===== src/rtl/pipeline_ctrl_if.sv =====
// Hazard-controller bundle: the datapath (master) reports hazard sources,
// and the controller (slave) returns stage enables, bubbles and counters.
interface pipeline_ctrl_if #(
    parameter int REG_W = 5,
    parameter int CNT_W = 32
);
    logic [REG_W-1:0] id_rs1;
    logic [REG_W-1:0] id_rs2;
    logic             id_use1;
    logic             id_use2;
    logic [REG_W-1:0] ex_rd;
    logic             ex_memRead;
    logic             mem_access;
    logic             pcsrc_M;

    logic             pc_en;
    logic             ifid_en;
    logic             idex_en;
    logic             exmem_en;
    logic             memwb_en;
    logic             ifid_flush;
    logic             idex_bubble;
    logic             exmem_bubble;
    logic             memwb_bubble;
    logic             busy;
    logic [CNT_W-1:0] stall_cnt;
    logic [CNT_W-1:0] flush_cnt;
    logic [CNT_W-1:0] wait_cnt;

    modport master (
        output id_rs1, id_rs2, id_use1, id_use2, ex_rd, ex_memRead, mem_access, pcsrc_M,
        input  pc_en, ifid_en, idex_en, exmem_en, memwb_en,
        input  ifid_flush, idex_bubble, exmem_bubble, memwb_bubble,
        input  busy, stall_cnt, flush_cnt, wait_cnt
    );

    modport slave (
        input  id_rs1, id_rs2, id_use1, id_use2, ex_rd, ex_memRead, mem_access, pcsrc_M,
        output pc_en, ifid_en, idex_en, exmem_en, memwb_en,
        output ifid_flush, idex_bubble, exmem_bubble, memwb_bubble,
        output busy, stall_cnt, flush_cnt, wait_cnt
    );
endinterface


===== src/rtl/pipeline_ctrl.sv =====
// Stall/flush/freeze controller for the 5-stage pipeline. Priority is
// freeze > flush > load-use > normal; a small FSM times multi-cycle memory.
module pipeline_ctrl #(
    parameter int REG_W   = 5,
    parameter int MEM_LAT = 0,
    parameter int XZR_EN  = 1,
    parameter int CNT_W   = 32
) (
    input  logic             clk,
    input  logic             reset,
    pipeline_ctrl_if.slave   bus,
    output logic [1:0]       fsmState
);
    localparam logic [1:0] STATE_RUN     = 2'd0;
    localparam logic [1:0] STATE_WAIT    = 2'd1;
    localparam logic [1:0] STATE_RELEASE = 2'd2;

    localparam int LAT_W = (MEM_LAT > 1) ? $clog2(MEM_LAT) : 1;
    localparam logic [LAT_W-1:0] LAT_LOAD = LAT_W'((MEM_LAT > 0) ? MEM_LAT - 1 : 0);
    localparam bit HAS_LAT = (MEM_LAT > 0);
    localparam bit SKIP_WAIT = (MEM_LAT == 1);

    logic [1:0]       state, stateNext;
    logic [LAT_W-1:0] latCnt, latCntNext;
    logic             rdIsZr, match1, match2, loadUse;
    logic             trigger, freeze, flush, stall;
    logic [CNT_W-1:0] stallCnt, flushCnt, waitCnt;

    always_comb begin
        rdIsZr  = (XZR_EN != 0) && (bus.ex_rd == '1);
        match1  = bus.id_use1 && (bus.id_rs1 == bus.ex_rd);
        match2  = bus.id_use2 && (bus.id_rs2 == bus.ex_rd);
        loadUse = bus.ex_memRead && (match1 || match2) && !rdIsZr;
        // RELEASE deliberately ignores mem_access so one access cannot re-trigger.
        trigger = HAS_LAT && (state == STATE_RUN) && bus.mem_access;
        freeze  = !reset && (trigger || (state == STATE_WAIT));
        flush   = !reset && !freeze && bus.pcsrc_M;
        stall   = !reset && !freeze && !flush && loadUse;
    end

    always_comb begin
        bus.pc_en        = !freeze && !stall;
        bus.ifid_en      = !freeze && !stall;
        bus.idex_en      = !freeze;
        bus.exmem_en     = !freeze;
        bus.memwb_en     = 1'b1;
        bus.ifid_flush   = flush;
        bus.idex_bubble  = flush || stall;
        bus.exmem_bubble = flush;
        // Frozen MEM/WB takes a bubble so the stalled access is not written back twice.
        bus.memwb_bubble = freeze;
        bus.busy         = !reset && (state != STATE_RUN);
        bus.stall_cnt    = stallCnt;
        bus.flush_cnt    = flushCnt;
        bus.wait_cnt     = waitCnt;
        fsmState         = state;
    end

    always_comb begin
        stateNext  = state;
        latCntNext = latCnt;
        case (state)
            STATE_RUN: begin
                if (trigger) begin
                    stateNext  = SKIP_WAIT ? STATE_RELEASE : STATE_WAIT;
                    latCntNext = LAT_LOAD;
                end
            end
            STATE_WAIT: begin
                latCntNext = latCnt - LAT_W'(1);
                if (latCnt == LAT_W'(1)) begin
                    stateNext = STATE_RELEASE;
                end
            end
            STATE_RELEASE: stateNext = STATE_RUN;
            default:       stateNext = STATE_RUN;
        endcase
    end

    always_ff @(posedge clk) begin
        if (reset) begin
            state    <= STATE_RUN;
            latCnt   <= '0;
            stallCnt <= '0;
            flushCnt <= '0;
            waitCnt  <= '0;
        end else begin
            state  <= stateNext;
            latCnt <= latCntNext;
            if (stall && (stallCnt != '1)) stallCnt <= stallCnt + CNT_W'(1);
            if (flush && (flushCnt != '1)) flushCnt <= flushCnt + CNT_W'(1);
            if (freeze && (waitCnt != '1)) waitCnt <= waitCnt + CNT_W'(1);
        end
    end
endmodule


===== src/flat_wrapper.sv =====
// flat-port wrapper written by rule: the top's interface ports become plain ports
module pipeline_ctrl_flat 
#(
    parameter int REG_W   = 5,
    parameter int MEM_LAT = 0,
    parameter int XZR_EN  = 1,
    parameter int CNT_W   = 32
)
  (clk, reset, fsmState, bus_id_rs1, bus_id_rs2, bus_id_use1, bus_id_use2, bus_ex_rd, bus_ex_memRead, bus_mem_access, bus_pcsrc_M, bus_pc_en, bus_ifid_en, bus_idex_en, bus_exmem_en, bus_memwb_en, bus_ifid_flush, bus_idex_bubble, bus_exmem_bubble, bus_memwb_bubble, bus_busy, bus_stall_cnt, bus_flush_cnt, bus_wait_cnt);
  pipeline_ctrl_if #(.REG_W(REG_W), .CNT_W(CNT_W)) bus_i ();
  input  logic clk;
  input  logic reset;
  output logic [1:0] fsmState;
  input wire logic [$bits(bus_i.id_rs1)-1:0] bus_id_rs1;
  input wire logic [$bits(bus_i.id_rs2)-1:0] bus_id_rs2;
  input wire logic [$bits(bus_i.id_use1)-1:0] bus_id_use1;
  input wire logic [$bits(bus_i.id_use2)-1:0] bus_id_use2;
  input wire logic [$bits(bus_i.ex_rd)-1:0] bus_ex_rd;
  input wire logic [$bits(bus_i.ex_memRead)-1:0] bus_ex_memRead;
  input wire logic [$bits(bus_i.mem_access)-1:0] bus_mem_access;
  input wire logic [$bits(bus_i.pcsrc_M)-1:0] bus_pcsrc_M;
  output wire logic [$bits(bus_i.pc_en)-1:0] bus_pc_en;
  output wire logic [$bits(bus_i.ifid_en)-1:0] bus_ifid_en;
  output wire logic [$bits(bus_i.idex_en)-1:0] bus_idex_en;
  output wire logic [$bits(bus_i.exmem_en)-1:0] bus_exmem_en;
  output wire logic [$bits(bus_i.memwb_en)-1:0] bus_memwb_en;
  output wire logic [$bits(bus_i.ifid_flush)-1:0] bus_ifid_flush;
  output wire logic [$bits(bus_i.idex_bubble)-1:0] bus_idex_bubble;
  output wire logic [$bits(bus_i.exmem_bubble)-1:0] bus_exmem_bubble;
  output wire logic [$bits(bus_i.memwb_bubble)-1:0] bus_memwb_bubble;
  output wire logic [$bits(bus_i.busy)-1:0] bus_busy;
  output wire logic [$bits(bus_i.stall_cnt)-1:0] bus_stall_cnt;
  output wire logic [$bits(bus_i.flush_cnt)-1:0] bus_flush_cnt;
  output wire logic [$bits(bus_i.wait_cnt)-1:0] bus_wait_cnt;
  assign bus_i.id_rs1 = bus_id_rs1;
  assign bus_i.id_rs2 = bus_id_rs2;
  assign bus_i.id_use1 = bus_id_use1;
  assign bus_i.id_use2 = bus_id_use2;
  assign bus_i.ex_rd = bus_ex_rd;
  assign bus_i.ex_memRead = bus_ex_memRead;
  assign bus_i.mem_access = bus_mem_access;
  assign bus_i.pcsrc_M = bus_pcsrc_M;
  assign bus_pc_en = bus_i.pc_en;
  assign bus_ifid_en = bus_i.ifid_en;
  assign bus_idex_en = bus_i.idex_en;
  assign bus_exmem_en = bus_i.exmem_en;
  assign bus_memwb_en = bus_i.memwb_en;
  assign bus_ifid_flush = bus_i.ifid_flush;
  assign bus_idex_bubble = bus_i.idex_bubble;
  assign bus_exmem_bubble = bus_i.exmem_bubble;
  assign bus_memwb_bubble = bus_i.memwb_bubble;
  assign bus_busy = bus_i.busy;
  assign bus_stall_cnt = bus_i.stall_cnt;
  assign bus_flush_cnt = bus_i.flush_cnt;
  assign bus_wait_cnt = bus_i.wait_cnt;
  pipeline_ctrl #(.REG_W(REG_W), .MEM_LAT(MEM_LAT), .XZR_EN(XZR_EN), .CNT_W(CNT_W)) u_core (.clk(clk), .reset(reset), .bus(bus_i), .fsmState(fsmState));
endmodule

===== config.mk =====
export PLATFORM = sky130hd
export DESIGN_NAME = pipeline_ctrl_flat
export DESIGN_NICKNAME = d
export VERILOG_FILES = /design/src/rtl/pipeline_ctrl_if.sv /design/src/rtl/pipeline_ctrl.sv /design/src/flat_wrapper.sv
export SDC_FILE = /design/constraint.sdc
export NUM_CORES = 1
export LEC_CHECK = 0
export BUFFER_PORTS_ARGS = -buffer_cell sky130_fd_sc_hd__buf_2
export CELL_PAD_IN_SITES_DETAIL_PLACEMENT = 0
export CELL_PAD_IN_SITES_GLOBAL_PLACEMENT = 1
export CORE_MARGIN = 2
export CORE_UTILIZATION = 36
export CTS_CLUSTER_SIZE = 8
export DETAILED_ROUTE_END_ITERATION = 10
export PLACE_DENSITY_LB_ADDON = 0.1
export SYNTH_ARGS = -nofsm -noshare
export SYNTH_HDL_FRONTEND = slang
export SYNTH_SLANG_ARGS = --single-unit

===== constraint.sdc =====
create_clock -name clk -period 3.8 [get_ports clk]
set_input_delay 1.14 -clock clk [delete_from_list [all_inputs] [get_ports clk]]
set_output_delay 1.14 -clock clk [all_outputs]
set_load 0.05 [all_outputs]

==> run summary <==
The tightest hold path in the finished design has a slack of around 0.49 ns. The hold-fix buffer count after cts came out at 0. The gate count of the mapped netlist came out at around 460. The required arrival time at the worst endpoint is between 2 and 3 ns. In this run, placement finished with an instance count of roughly 670.

Setup repair after global routing left no endpoint under its margin. After filler insertion, the fill cell instance count of the layout stands at approximately 1100. After detailed routing, the average wire length per cell comes to approximately 14 um. The overall die area is about 11000 um^2. The via count of the first global-routing pass is about 3200. The post-detailed-route DRC marker count is 0. The detailed router finished its first iteration with roughly 130 violations. The number of clock sinks seen by CTS is between 60 and 70.

The power after layout came out at 1.50 mW. The detailed-router iteration count before antenna repair came out at 4. Excluding fillers, the count of instances in the completed layout stands at just under 700. The worst hold path belongs to the class reg2reg. The portion of the post-synthesis area used by sequential elements came out at between 30% and 40%. The number of input and output port buffers inserted is around 90.

The hold violation total from the final report came to 0. The net count of the finished layout is approximately 570. The die boundary height came out at around 110 um. Traced cell by cell, the critical path runs through buf_2, xnor2_1, nand4_1, o22ai_2, nand2_2, o21ai_2, buf_2. In the finished design, the share of the clock period the worst path needs comes to between 90 and 100%.

The placed wire-length estimate is 6740 um. The insertion delay of the later-clocked pin in the worst-skew pair came out at between 0.3 and 0.4 ns. The final global-route overflow total came out at 0. The number of H-tree levels came out at 3. The library cells used most frequently in the layout, excluding fill and tap cells, are sky130_fd_sc_hd__buf_2 (89), sky130_fd_sc_hd__dfxtp_1 (64), sky130_fd_sc_hd__nor2_1 (47). The total core area is 10300 um^2. Counting the buffers created by CTS gives 9. Among all flip-flop cells after synthesis, the most frequent one is sky130_fd_sc_hd__dfxtp_1. The critical path contains buffers and inverters numbering 2 combined. Based on the critical path, the design can be clocked at up to roughly 280 MHz. Global routing consumed, over all layers together, 16.8% of the routing resources. The stage delay of the slowest cell on the critical path is approximately 0.28 ns. The critical path is of the in2out type. The arrival time at the worst endpoint came out at around 2.4 ns. The layout overhead on the synthesized area came out at 16.1%. The largest net degree at the start of global routing is 53. Once the floorplan was initialized, standard cells occupied between 30 and 40% of the core. The number of placed I/O pins came out at 130.

For this block, the via count after detailed routing is 3437. The per-instance average area after synthesis is between 8 and 9 um^2. The fraction of layout cells with a size suffix above 1 is about a quarter. The first global-routing pass estimated between 15000 and 20000 um of wire.

The most numerous cell type found on the critical path is sky130_fd_sc_hd__buf_2. The remaining antenna violation count after routing came out at 0. Once the clock tree was built, the resizer swapped 0 gates to a different size. The synthesized flop and latch total is 64. The total length of routed wires came out at 9390 um. In this run the power density over the cells is around 340 nW/um^2.

The summed instance area of the synthesized netlist is 3810 um^2. The max-slew headroom at the worst pin is between 50 and 60%. The maximum clock insertion buffer count is 2.

The critical path capture point type is a primary output. In this run the static leakage power is about 1.8 nW. The post-CTS setup-driven buffer insertion count is 0. The slew at the pin with the worst max-slew slack came out at 0.722 ns.

The final-report max-slew violation count is 0. Setup violations remaining at the end of the flow were counted as 0. The global placer's final weighted congestion came out at just under 0.8. The average vias per placed instance is around 5.0.

Row generation in the floorplan step produced 37 rows. The share of async-settable or async-resettable flops after synthesis came out at 0%. On the critical path, the stage with the largest delay is an instance of sky130_fd_sc_hd__buf_2.

The root cell of the clock tree is sky130_fd_sc_hd__clkbuf_8. TritonCTS built the clock tree. The final worst clock skew came out at around 0.014 ns.

VDD sags by at most 0.135 mV. The final period demand of the worst path came out at 3.51 ns. The number of antenna repair diodes came out at 0. The core occupancy in the finished layout is ~43%. The number of flops mapped to enable cells by yosys is 0. During synthesis, Yosys emitted a total of 0 warnings. After clock tree synthesis, the clock-pin slew on the worst setup and hold paths is ~0.080 ns. The startpoint class of the critical path is a primary input. The critical path's top delay family is buffers and inverters. Of all nets on the critical path, the largest fanout is 12. The initial antenna violation count was 0.

The run finished with clean final reports. Leaving out fill and tap cells, the most frequent cell in the layout is sky130_fd_sc_hd__buf_2. The number of unique standard cell types used by synthesis is 51. The count of maximum capacitance violations came out at 0. In this run the horizontal extent of the chip is 107 um. Setup total negative slack on the finished layout was measured at 0 ns.
-- stage by stage --
stage	setup slack [ns]	instance area [um^2]
global placement	0.284	4200
floorplan	0.0431	3950
CTS	0.260	4420
global route	0.126	4420
finish	0.285	4420
detailed placement	0.263	4200
-- path summary, 6_finish.rpt --
path                            depth (start not counted)                startpoint  slack, ns                       end
worst min-delay path                                    2  u_core.bus.stall_cnt[19]       0.49  u_core.bus.stall_cnt[19]
worst max-delay path                                    7              bus_ex_rd[4]       0.29           bus_idex_bubble
worst min register to register                          2  u_core.bus.stall_cnt[19]       0.49  u_core.bus.stall_cnt[19]
worst max register to register                          5  u_core.bus.flush_cnt[24]       1.14   u_core.bus.flush_cnt[8]
-- area by class of cell --
class	instances	area [um^2]	share of cell area (%)
clock inverter	7	95.1	2.15
sequential	64	1280	29.0
tap	136	170	3.85
timing repair buffer	96	498	11.3
multi-input combinational	364	2220	50.2
clock buffer	9	124	2.80
inverter	9	33.8	0.764
-- synthesized netlist by cell type (all sizes together) (2+ instances only) --
| cell type | count | area, um^2 |
|---|---|---|
| mux2 | 7 | 78.8 |
| xor2 | 17 | 149 |
| nor4 | 7 | 50.1 |
| a21oi | 26 | 130 |
| or4 | 14 | 109 |
| ha | 2 | 25.0 |
| o31ai | 10 | 75.1 |
| or3 | 16 | 110 |
| conb | 2 | 7.51 |
| nand4b | 3 | 26.3 |
| a31oi | 2 | 18.8 |
| nand3 | 28 | 150 |
| and3 | 14 | 88.8 |
| buf | 51 | 372 |
| nor3 | 11 | 71.3 |
| clkbuf | 12 | 45.0 |
| nand4 | 31 | 200 |
| nand2 | 24 | 103 |
| inv | 9 | 33.8 |
| nor2b | 9 | 56.3 |
| o21ai | 17 | 85.1 |
| dfxtp | 64 | 1280 |
| xnor2 | 21 | 184 |
| nor2 | 48 | 188 |
| and4 | 7 | 66.3 |
| and2 | 2 | 12.5 |
-- tightest hold or removal path: stages (launching register included) --
cell                      delay, ns
sky130_fd_sc_hd__dfxtp_1       0.33
sky130_fd_sc_hd__o31ai_1       0.07
sky130_fd_sc_hd__a21oi_1       0.05
-- cell families after synthesis --
kind of cell	synth area share, %
AOI/OAI and AO/OA	9.53
buffers and inverters	11.8
muxes	2.33
adders and majority gates	0.657
other	0.197
DFF	33.7
and+or+nand+nor	33.1
xor gates and xnor gates	8.74
-- state kept, by name, summed over array words and instances (netlist names) --
| signal | flops |
|---|---|
| u_core.bus.stall_cnt | 32 |
| u_core.bus.flush_cnt | 32 |
-- per-layer routing --
layer	vias up	track usage [%]	routed length [um]
met3	10	4.92	558
li1	1741	-	-
met4	0	5.01	125
met1	1609	20.4	4180
met5	-	0	0
met2	77	28.8	4530
-- where the power goes --
part | switching (mW) | internal [mW]
combinational | 0.131 | 0.0259
sequential | 0.00237 | 0.672
clock | 0.295 | 0.371
total | 0.428 | 1.07
Power figures use the tool's default switching activity.
